==> config.mk <==
export PLATFORM = sky130hd
export DESIGN_NAME = fft_seq_ctrl_flat
export DESIGN_NICKNAME = d
export VERILOG_FILES = /design/src/rtl/fft_seq_ctrl_if.sv /design/src/rtl/fft_seq_ctrl.sv /design/src/flat_wrapper.sv
export SDC_FILE = /design/constraint.sdc
export NUM_CORES = 1
export LEC_CHECK = 0
export BUFFER_PORTS_ARGS = -buffer_cell sky130_fd_sc_hd__buf_2
export CORE_UTILIZATION = 41
export DETAILED_ROUTE_END_ITERATION = 6
export SLEW_MARGIN = 20
export SYNTH_ARGS = -nofsm -noshare
export SYNTH_HDL_FRONTEND = slang
export SYNTH_SLANG_ARGS = --single-unit
==> constraint.sdc <==
create_clock -name clk -period 12.05 [get_ports clk]
set_clock_uncertainty 0.1 [all_clocks]
set_input_delay 0.6025 -clock clk [delete_from_list [all_inputs] [get_ports clk]]
set_output_delay 0.6025 -clock clk [all_outputs]
set_load 0.03 [all_outputs]
==> src/rtl/fft_seq_ctrl_if.sv <==
// rtl/fft_seq_ctrl_if.sv - handshake/strobe bundle between the FFT sequencer and its datapath
//
// Purpose : groups every non-clock/reset signal of fft_seq_ctrl.
// Modports: master - the sequencer (drives all *_o, samples all *_i)
//           slave  - the surrounding datapath / frame source / consumer
// Signals : start_i, busy_o, done_o               frame control
//           in_valid_i, in_ready_o                sample input handshake
//           wr_en_o, wr_addr_o                    bit-reversed load writes
//           bf_valid_o, addr_a_o, addr_b_o,
//           twiddle_addr_o, memsel_o, stage_o     butterfly read issue
//           wb_en_o, wb_addr_a_o, wb_addr_b_o,
//           wb_sel_o                              delayed write-back
//           rd_en_o, rd_addr_o, out_valid_o,
//           out_ready_i, out_last_o               result streaming
interface fft_seq_ctrl_if #(
    parameter int LOG2N = 10
) ();
    logic             start_i;
    logic             busy_o;
    logic             done_o;
    logic             in_valid_i;
    logic             in_ready_o;
    logic             wr_en_o;
    logic [LOG2N-1:0] wr_addr_o;
    logic             bf_valid_o;
    logic [LOG2N-1:0] addr_a_o;
    logic [LOG2N-1:0] addr_b_o;
    logic [LOG2N-2:0] twiddle_addr_o;
    logic             memsel_o;
    logic [3:0]       stage_o;
    logic             wb_en_o;
    logic [LOG2N-1:0] wb_addr_a_o;
    logic [LOG2N-1:0] wb_addr_b_o;
    logic             wb_sel_o;
    logic             rd_en_o;
    logic [LOG2N-1:0] rd_addr_o;
    logic             out_valid_o;
    logic             out_ready_i;
    logic             out_last_o;

    modport master (
        input  start_i, in_valid_i, out_ready_i,
        output busy_o, done_o, in_ready_o, wr_en_o, wr_addr_o,
               bf_valid_o, addr_a_o, addr_b_o, twiddle_addr_o, memsel_o, stage_o,
               wb_en_o, wb_addr_a_o, wb_addr_b_o, wb_sel_o,
               rd_en_o, rd_addr_o, out_valid_o, out_last_o
    );

    modport slave (
        output start_i, in_valid_i, out_ready_i,
        input  busy_o, done_o, in_ready_o, wr_en_o, wr_addr_o,
               bf_valid_o, addr_a_o, addr_b_o, twiddle_addr_o, memsel_o, stage_o,
               wb_en_o, wb_addr_a_o, wb_addr_b_o, wb_sel_o,
               rd_en_o, rd_addr_o, out_valid_o, out_last_o
    );
endinterface

==> src/rtl/fft_seq_ctrl.sv <==
// rtl/fft_seq_ctrl.sv - load/compute/unload sequencer for an in-place radix-2 FFT
//
// Purpose : loads one frame bit-reversed into bank 0, issues every butterfly of
//           all LOG2N stages (ping-pong banks, one butterfly per cycle), delays
//           the operand addresses into write-back strobes, then streams the N
//           result bins out through a valid/ready handshake.
// Ports   : clk  - system clock, rising edge
//           rst  - asynchronous active-high reset
//           bus  - fft_seq_ctrl_if.master, all strobes and handshakes
module fft_seq_ctrl #(
    parameter int LOG2N    = 10,
    parameter int BFLY_LAT = 4
) (
    input  logic           clk,
    input  logic           rst,
    fft_seq_ctrl_if.master bus
);
    localparam int DW = (BFLY_LAT > 1) ? $clog2(BFLY_LAT) : 1;

    localparam logic [LOG2N:0]   CNT_ONE    = (LOG2N+1)'(1);
    localparam logic [LOG2N:0]   CNT_N      = CNT_ONE << LOG2N;
    localparam logic [LOG2N:0]   CNT_LAST   = CNT_N - CNT_ONE;
    localparam logic [LOG2N-2:0] J_ONE      = (LOG2N-1)'(1);
    localparam logic [LOG2N-2:0] J_LAST     = '1;
    localparam logic [LOG2N-1:0] A_ONE      = LOG2N'(1);
    localparam logic [3:0]       STAGE_LAST = 4'(LOG2N - 1);
    localparam logic [DW-1:0]    DRAIN_ONE  = DW'(1);
    localparam logic [DW-1:0]    DRAIN_LAST = DW'(BFLY_LAT - 1);

    typedef enum logic [2:0] {
        S_IDLE,
        S_LOAD,
        S_COMPUTE,
        S_DRAIN,
        S_UNLOAD
    } state_t;

    state_t           state_q, state_d;
    logic [LOG2N:0]   cnt_q, cnt_d;
    logic [3:0]       stage_q, stage_d;
    logic [LOG2N-2:0] j_q, j_d;
    logic [DW-1:0]    drain_q, drain_d;
    logic             out_valid_q, out_valid_d;
    logic             last_q, last_d;
    logic             done_q, done_d;

    logic             in_ready, wr_en, bf_valid, rd_en;
    logic [LOG2N-1:0] wr_addr, rd_addr;

    // write-back pipe: {valid, addr_a, addr_b, bank}
    logic [BFLY_LAT-1:0] wb_v_q;
    logic [BFLY_LAT-1:0] wb_s_q;
    logic [LOG2N-1:0]    wb_a_q [BFLY_LAT];
    logic [LOG2N-1:0]    wb_b_q [BFLY_LAT];

    logic [LOG2N-1:0] j_ext, half, pos, grp_sh, addr_a, addr_b;
    logic [LOG2N-2:0] tw;
    logic             in_stage;

    function automatic logic [LOG2N-1:0] bitrev(input logic [LOG2N-1:0] v);
        logic [LOG2N-1:0] r;
        for (int i = 0; i < LOG2N; i++) begin
            r[i] = v[LOG2N-1-i];
        end
        return r;
    endfunction

    always_ff @(posedge clk or posedge rst) begin
        if (rst) begin
            state_q     <= S_IDLE;
            cnt_q       <= '0;
            stage_q     <= '0;
            j_q         <= '0;
            drain_q     <= '0;
            out_valid_q <= 1'b0;
            last_q      <= 1'b0;
            done_q      <= 1'b0;
        end else begin
            state_q     <= state_d;
            cnt_q       <= cnt_d;
            stage_q     <= stage_d;
            j_q         <= j_d;
            drain_q     <= drain_d;
            out_valid_q <= out_valid_d;
            last_q      <= last_d;
            done_q      <= done_d;
        end
    end

    always_comb begin
        state_d     = state_q;
        cnt_d       = cnt_q;
        stage_d     = stage_q;
        j_d         = j_q;
        drain_d     = drain_q;
        out_valid_d = out_valid_q;
        last_d      = last_q;
        done_d      = 1'b0;
        in_ready    = 1'b0;
        wr_en       = 1'b0;
        wr_addr     = '0;
        bf_valid    = 1'b0;
        rd_en       = 1'b0;
        rd_addr     = '0;

        case (state_q)
            S_IDLE: begin
                if (bus.start_i) begin
                    state_d = S_LOAD;
                    cnt_d   = '0;
                    stage_d = '0;
                    j_d     = '0;
                    drain_d = '0;
                end
            end

            S_LOAD: begin
                in_ready = 1'b1;
                if (bus.in_valid_i) begin
                    wr_en   = 1'b1;
                    wr_addr = bitrev(cnt_q[LOG2N-1:0]);
                    if (cnt_q == CNT_LAST) begin
                        cnt_d   = '0;
                        stage_d = '0;
                        j_d     = '0;
                        state_d = S_COMPUTE;
                    end else begin
                        cnt_d = cnt_q + CNT_ONE;
                    end
                end
            end

            S_COMPUTE: begin
                bf_valid = 1'b1;
                if (j_q == J_LAST) begin
                    j_d     = '0;
                    drain_d = '0;
                    state_d = S_DRAIN;
                end else begin
                    j_d = j_q + J_ONE;
                end
            end

            // Idle long enough for the last write-back of this stage to land
            // before the next stage reads the bank it wrote.
            S_DRAIN: begin
                if (drain_q == DRAIN_LAST) begin
                    drain_d = '0;
                    if (stage_q == STAGE_LAST) begin
                        cnt_d   = '0;
                        state_d = S_UNLOAD;
                    end else begin
                        stage_d = stage_q + 4'd1;
                        state_d = S_COMPUTE;
                    end
                end else begin
                    drain_d = drain_q + DRAIN_ONE;
                end
            end

            S_UNLOAD: begin
                rd_addr = cnt_q[LOG2N-1:0];
                // Read only when the output register is empty or being drained,
                // so the RAM output never changes under a stalled bin.
                rd_en   = (cnt_q < CNT_N) && (!out_valid_q || bus.out_ready_i);
                if (rd_en) begin
                    cnt_d       = cnt_q + CNT_ONE;
                    out_valid_d = 1'b1;
                    last_d      = (cnt_q == CNT_LAST);
                end else if (out_valid_q && bus.out_ready_i) begin
                    out_valid_d = 1'b0;
                end
                if (out_valid_q && bus.out_ready_i && last_q) begin
                    out_valid_d = 1'b0;
                    last_d      = 1'b0;
                    done_d      = 1'b1;
                    state_d     = S_IDLE;
                end
            end

            default: state_d = S_IDLE;
        endcase
    end

    // Butterfly addressing: addr_a is j with a zero inserted at bit 'stage',
    // addr_b sets that bit; the twiddle index scales pos up to the N/2 ROM.
    always_comb begin
        j_ext  = {1'b0, j_q};
        half   = A_ONE << stage_q;
        pos    = j_ext & (half - A_ONE);
        grp_sh = (j_ext >> stage_q) << (stage_q + 4'd1);
        addr_a = grp_sh | pos;
        addr_b = addr_a + half;
        tw     = pos[LOG2N-2:0] << (STAGE_LAST - stage_q);
    end

    assign in_stage = (state_q == S_COMPUTE) || (state_q == S_DRAIN);

    // Non-valid slots carry zeros so the write-back outputs stay quiet when idle.
    always_ff @(posedge clk or posedge rst) begin
        if (rst) begin
            wb_v_q <= '0;
            wb_s_q <= '0;
            for (int i = 0; i < BFLY_LAT; i++) begin
                wb_a_q[i] <= '0;
                wb_b_q[i] <= '0;
            end
        end else begin
            wb_v_q[0] <= bf_valid;
            wb_s_q[0] <= bf_valid & ~stage_q[0];
            wb_a_q[0] <= bf_valid ? addr_a : '0;
            wb_b_q[0] <= bf_valid ? addr_b : '0;
            for (int i = 1; i < BFLY_LAT; i++) begin
                wb_v_q[i] <= wb_v_q[i-1];
                wb_s_q[i] <= wb_s_q[i-1];
                wb_a_q[i] <= wb_a_q[i-1];
                wb_b_q[i] <= wb_b_q[i-1];
            end
        end
    end

    assign bus.busy_o         = (state_q != S_IDLE);
    assign bus.done_o         = done_q;
    assign bus.in_ready_o     = in_ready;
    assign bus.wr_en_o        = wr_en;
    assign bus.wr_addr_o      = wr_addr;
    assign bus.bf_valid_o     = bf_valid;
    assign bus.addr_a_o       = bf_valid ? addr_a : '0;
    assign bus.addr_b_o       = bf_valid ? addr_b : '0;
    assign bus.twiddle_addr_o = bf_valid ? tw : '0;
    assign bus.memsel_o       = in_stage & stage_q[0];
    assign bus.stage_o        = in_stage ? stage_q : 4'd0;
    assign bus.wb_en_o        = wb_v_q[BFLY_LAT-1];
    assign bus.wb_addr_a_o    = wb_a_q[BFLY_LAT-1];
    assign bus.wb_addr_b_o    = wb_b_q[BFLY_LAT-1];
    assign bus.wb_sel_o       = wb_s_q[BFLY_LAT-1];
    assign bus.rd_en_o        = rd_en;
    assign bus.rd_addr_o      = rd_addr;
    assign bus.out_valid_o    = out_valid_q;
    assign bus.out_last_o     = out_valid_q & last_q;
endmodule

==> src/flat_wrapper.sv <==
// flat-port wrapper written by rule: the top's interface ports become plain ports
module fft_seq_ctrl_flat 
#(
    parameter int LOG2N    = 10,
    parameter int BFLY_LAT = 4
)
  (clk, rst, bus_start_i, bus_in_valid_i, bus_out_ready_i, bus_busy_o, bus_done_o, bus_in_ready_o, bus_wr_en_o, bus_wr_addr_o, bus_bf_valid_o, bus_addr_a_o, bus_addr_b_o, bus_twiddle_addr_o, bus_memsel_o, bus_stage_o, bus_wb_en_o, bus_wb_addr_a_o, bus_wb_addr_b_o, bus_wb_sel_o, bus_rd_en_o, bus_rd_addr_o, bus_out_valid_o, bus_out_last_o);
  fft_seq_ctrl_if #(.LOG2N(LOG2N)) bus_i ();
  input  logic clk;
  input  logic rst;
  input wire logic [$bits(bus_i.start_i)-1:0] bus_start_i;
  input wire logic [$bits(bus_i.in_valid_i)-1:0] bus_in_valid_i;
  input wire logic [$bits(bus_i.out_ready_i)-1:0] bus_out_ready_i;
  output wire logic [$bits(bus_i.busy_o)-1:0] bus_busy_o;
  output wire logic [$bits(bus_i.done_o)-1:0] bus_done_o;
  output wire logic [$bits(bus_i.in_ready_o)-1:0] bus_in_ready_o;
  output wire logic [$bits(bus_i.wr_en_o)-1:0] bus_wr_en_o;
  output wire logic [$bits(bus_i.wr_addr_o)-1:0] bus_wr_addr_o;
  output wire logic [$bits(bus_i.bf_valid_o)-1:0] bus_bf_valid_o;
  output wire logic [$bits(bus_i.addr_a_o)-1:0] bus_addr_a_o;
  output wire logic [$bits(bus_i.addr_b_o)-1:0] bus_addr_b_o;
  output wire logic [$bits(bus_i.twiddle_addr_o)-1:0] bus_twiddle_addr_o;
  output wire logic [$bits(bus_i.memsel_o)-1:0] bus_memsel_o;
  output wire logic [$bits(bus_i.stage_o)-1:0] bus_stage_o;
  output wire logic [$bits(bus_i.wb_en_o)-1:0] bus_wb_en_o;
  output wire logic [$bits(bus_i.wb_addr_a_o)-1:0] bus_wb_addr_a_o;
  output wire logic [$bits(bus_i.wb_addr_b_o)-1:0] bus_wb_addr_b_o;
  output wire logic [$bits(bus_i.wb_sel_o)-1:0] bus_wb_sel_o;
  output wire logic [$bits(bus_i.rd_en_o)-1:0] bus_rd_en_o;
  output wire logic [$bits(bus_i.rd_addr_o)-1:0] bus_rd_addr_o;
  output wire logic [$bits(bus_i.out_valid_o)-1:0] bus_out_valid_o;
  output wire logic [$bits(bus_i.out_last_o)-1:0] bus_out_last_o;
  assign bus_i.start_i = bus_start_i;
  assign bus_i.in_valid_i = bus_in_valid_i;
  assign bus_i.out_ready_i = bus_out_ready_i;
  assign bus_busy_o = bus_i.busy_o;
  assign bus_done_o = bus_i.done_o;
  assign bus_in_ready_o = bus_i.in_ready_o;
  assign bus_wr_en_o = bus_i.wr_en_o;
  assign bus_wr_addr_o = bus_i.wr_addr_o;
  assign bus_bf_valid_o = bus_i.bf_valid_o;
  assign bus_addr_a_o = bus_i.addr_a_o;
  assign bus_addr_b_o = bus_i.addr_b_o;
  assign bus_twiddle_addr_o = bus_i.twiddle_addr_o;
  assign bus_memsel_o = bus_i.memsel_o;
  assign bus_stage_o = bus_i.stage_o;
  assign bus_wb_en_o = bus_i.wb_en_o;
  assign bus_wb_addr_a_o = bus_i.wb_addr_a_o;
  assign bus_wb_addr_b_o = bus_i.wb_addr_b_o;
  assign bus_wb_sel_o = bus_i.wb_sel_o;
  assign bus_rd_en_o = bus_i.rd_en_o;
  assign bus_rd_addr_o = bus_i.rd_addr_o;
  assign bus_out_valid_o = bus_i.out_valid_o;
  assign bus_out_last_o = bus_i.out_last_o;
  fft_seq_ctrl #(.LOG2N(LOG2N), .BFLY_LAT(BFLY_LAT)) u_core (.clk(clk), .rst(rst), .bus(bus_i));
endmodule
==> reports/results.tsv <==
metric	value	unit
fin_util	48.8	%
status	completed	
power.leakage	3.76	nW
cp-start-kind	flip-flop	
clk_pin_slew_worst_paths	60	ps
ir_drop	91.2	uV
drc	0	
min_path_type	in -> async	
cts.htree.levels	4	
timing.hold.ws	147	ps
ant_nets	0	
hold_buffers	0	
syn_nets	668	
gp_congestion	0.884	
grt_pass1_vias	4625	
critical_path_peak_fanout	34	
post_drt_wl_per_cell	17.6	um
grt_max_degree	76	
drive_gt1_share	21.4	%
fin_crit	6020	ps
max_slew.worst_pin.slew	946	ps
clk_latency	410	ps
track_usage	20.6	%
cp.arrival	5320	ps
grt-ovfl-total	0	
cts-resized-gates	0	
die_w	127	um
rr_startpoint	u_core.stage_q[1]	
synth_cell_types	74	
cts_tree	done	
tns	0	ps
io_pins	89	
drt_iter0_markers	313	
dominantRegCellSynth	dfrtp_1	
reg2reg_depth	14	
rsz0062_at_grt	false	
ys_ff_latch	120	
cts_setup_buffers	0	
ys_warn_count	0	
hold_viol	0	
post-dp-hpwl	11.2	mm
ys_seq_area_share	46.9	%
core_area	0.0152	mm^2
grt_pass1_wl	25.4	mm
cts-buffers-inserted	17	
fin_cells	897	
clock.fmax	166	MHz
num_vias	4979	
p_per_area	136	mW/mm^2
cts.sinks	120	
crit_path_start	u_core.stage_q[1]	
totalPowerFinal	1.01	mW
relSlewSlack	36.9	%
finalSetupViolCount	0	
synthTopCellsByArea	dfrtp_1 (47%), ha_1 (4.1%), nand2_1 (3.0%)	
area_growth	16.0	%
die-height	127	um
rows	45	
crit_type	reg -> out	
synth_top_area_share	46.9	%
cp-endpoint	bus_addr_b_o[9]	
synth.largest_area_cell	dfrtp_1	
clk_path_buf_depth	2	
antenna_found_initial	0	
synthesis.area	0.00640	mm^2
io_buffers	88	
cts-root-buf	clkbuf_16	
finalCritPeriodShare	50.0	%
start_util	42.1	%
synth-edff-count	0	
reg2reg_slack	7180	ps
async_flop_share	100	%
nNetsFinal	723	
cap_violations	0	
viasPerCell	5.55	
dieArea	0.0161	mm^2
endpoint_kind	primary output	
drt-pass1-iter-count	5	
critPathRequiredTime	11350	ps
dp.cells	865	
routed_wl	15.8	mm
avgSynthCellArea	9.98	um^2
synth_cells	641	
n_antenna_cell	0	
r2r_end	u_core.wb_b_q[39]	
final_max_slew_viol_count	0	
[flip-flops by register name, indices dropped and copies added (netlist names)]
| name | count |
|---|---|
| u_core.wb_b_q | 30 |
| u_core.bus.done_o | 1 |
| u_core.drain_q | 2 |
| u_core.wb_v_q | 4 |
| u_core.bus.wb_addr_a_o | 10 |
| u_core.cnt_q | 11 |
| u_core.j_q | 9 |
| u_core.wb_s_q | 4 |
| u_core.state_q | 3 |
| u_core.bus.out_valid_o | 1 |
| u_core.last_q | 1 |
| u_core.bus.wb_addr_b_o | 10 |
| u_core.stage_q | 4 |
| u_core.wb_a_q | 30 |
[area by class of cell]
class | count | area [um^2]
clock buffers | 18 | 429
clock inverters | 14 | 188
fillers | 1427 | 7780
inverters | 15 | 58.8
multi-input cells | 448 | 3030
flip-flops and latches | 120 | 3000
well taps | 188 | 235
repair buffers | 94 | 485
[power breakdown]
part / total, mW / internal (mW) / switching, mW
clock network: 0.525 / 0.331 / 0.194
registers: 0.425 / 0.411 / 0.0132
logic: 0.0592 / 0.0191 / 0.0401
total: 1.01 / 0.762 / 0.247
[critical path, cell delays in order (launching register included)]
cell	delay, ps
dfrtp_1	320
buf_4	370
clkinv_1	410
ha_1	640
inv_1	220
mux2_2	280
nor2_1	40
o21a_1	200
or3_1	370
a31o_1	250
ha_1	340
a21o_1	230
a221o_1	400
a221oi_2	300
mux2i_1	280
buf_2	240
[per-layer routing]
metal,global-route usage [%],vias to the layer above,wire [um],share of wire [%]
met4,6.79,0,290,1.8
li1,-,2380,-,-
met2,31.8,153,7320,46
met1,28.6,2426,7490,47
met3,4.85,20,666,4.2
met5,0,-,0,0
[synth_stat cells (all sizes together) (17+ instances only)]
cell,instances
and2,29
o21ai,39
and3,22
clkbuf,27
buf,31
nor3,24
nand2,51
nand3,20
dfrtp,120
ha,21
a21oi,17
nor2,47
[through the flow]
step                setup WS (ps)  cell area (um^2)
floorplan                    7080              6400
global placement             6680              6810
detailed placement           6490              6810
CTS                          6010              7420
finish                       6030              7420
global route                 5700              7420
[worst min path at each step]
stage / to / cells after the start / start
4_1_cts: u_core.bus.wb_addr_b_o[5] / 2 / rst
5_1_grt: u_core.bus.wb_addr_b_o[5] / 2 / rst
3_5_place_dp: u_core.bus.wb_addr_a_o[4] / 0 / u_core.wb_a_q[14]
2_1_floorplan: u_core.bus.wb_addr_a_o[0] / 0 / u_core.wb_a_q[10]
6_report: u_core.bus.wb_addr_b_o[5] / 2 / rst
3_3_place_gp: u_core.wb_b_q[14] / 0 / u_core.wb_b_q[24]
[cells by family after synthesis]
group | after synthesis | share of synthesized area [%]
and+or+nand+nor | 245 | 19.5
AOI/OAI and AO/OA | 132 | 14.4
DFF | 120 | 46.9
buffers and inverters | 73 | 5.81
muxes | 31 | 6.45
adders and majority gates | 23 | 4.59
xor gates and xnor gates | 17 | 2.33
[placed cells by master (no fill, tap or decap), drive strengths merged, types with 12 or more instances in the layout]
master	n
mux2	12
nand3	20
a21oi	17
nand2	51
nor2	47
and3	22
and2	29
buf	94
inv	21
nor3	24
dfrtp	120
mux2i	13
ha	21
clkbuf	18
o21ai	39
No activity file was read; power rests on OpenSTA's default activity.
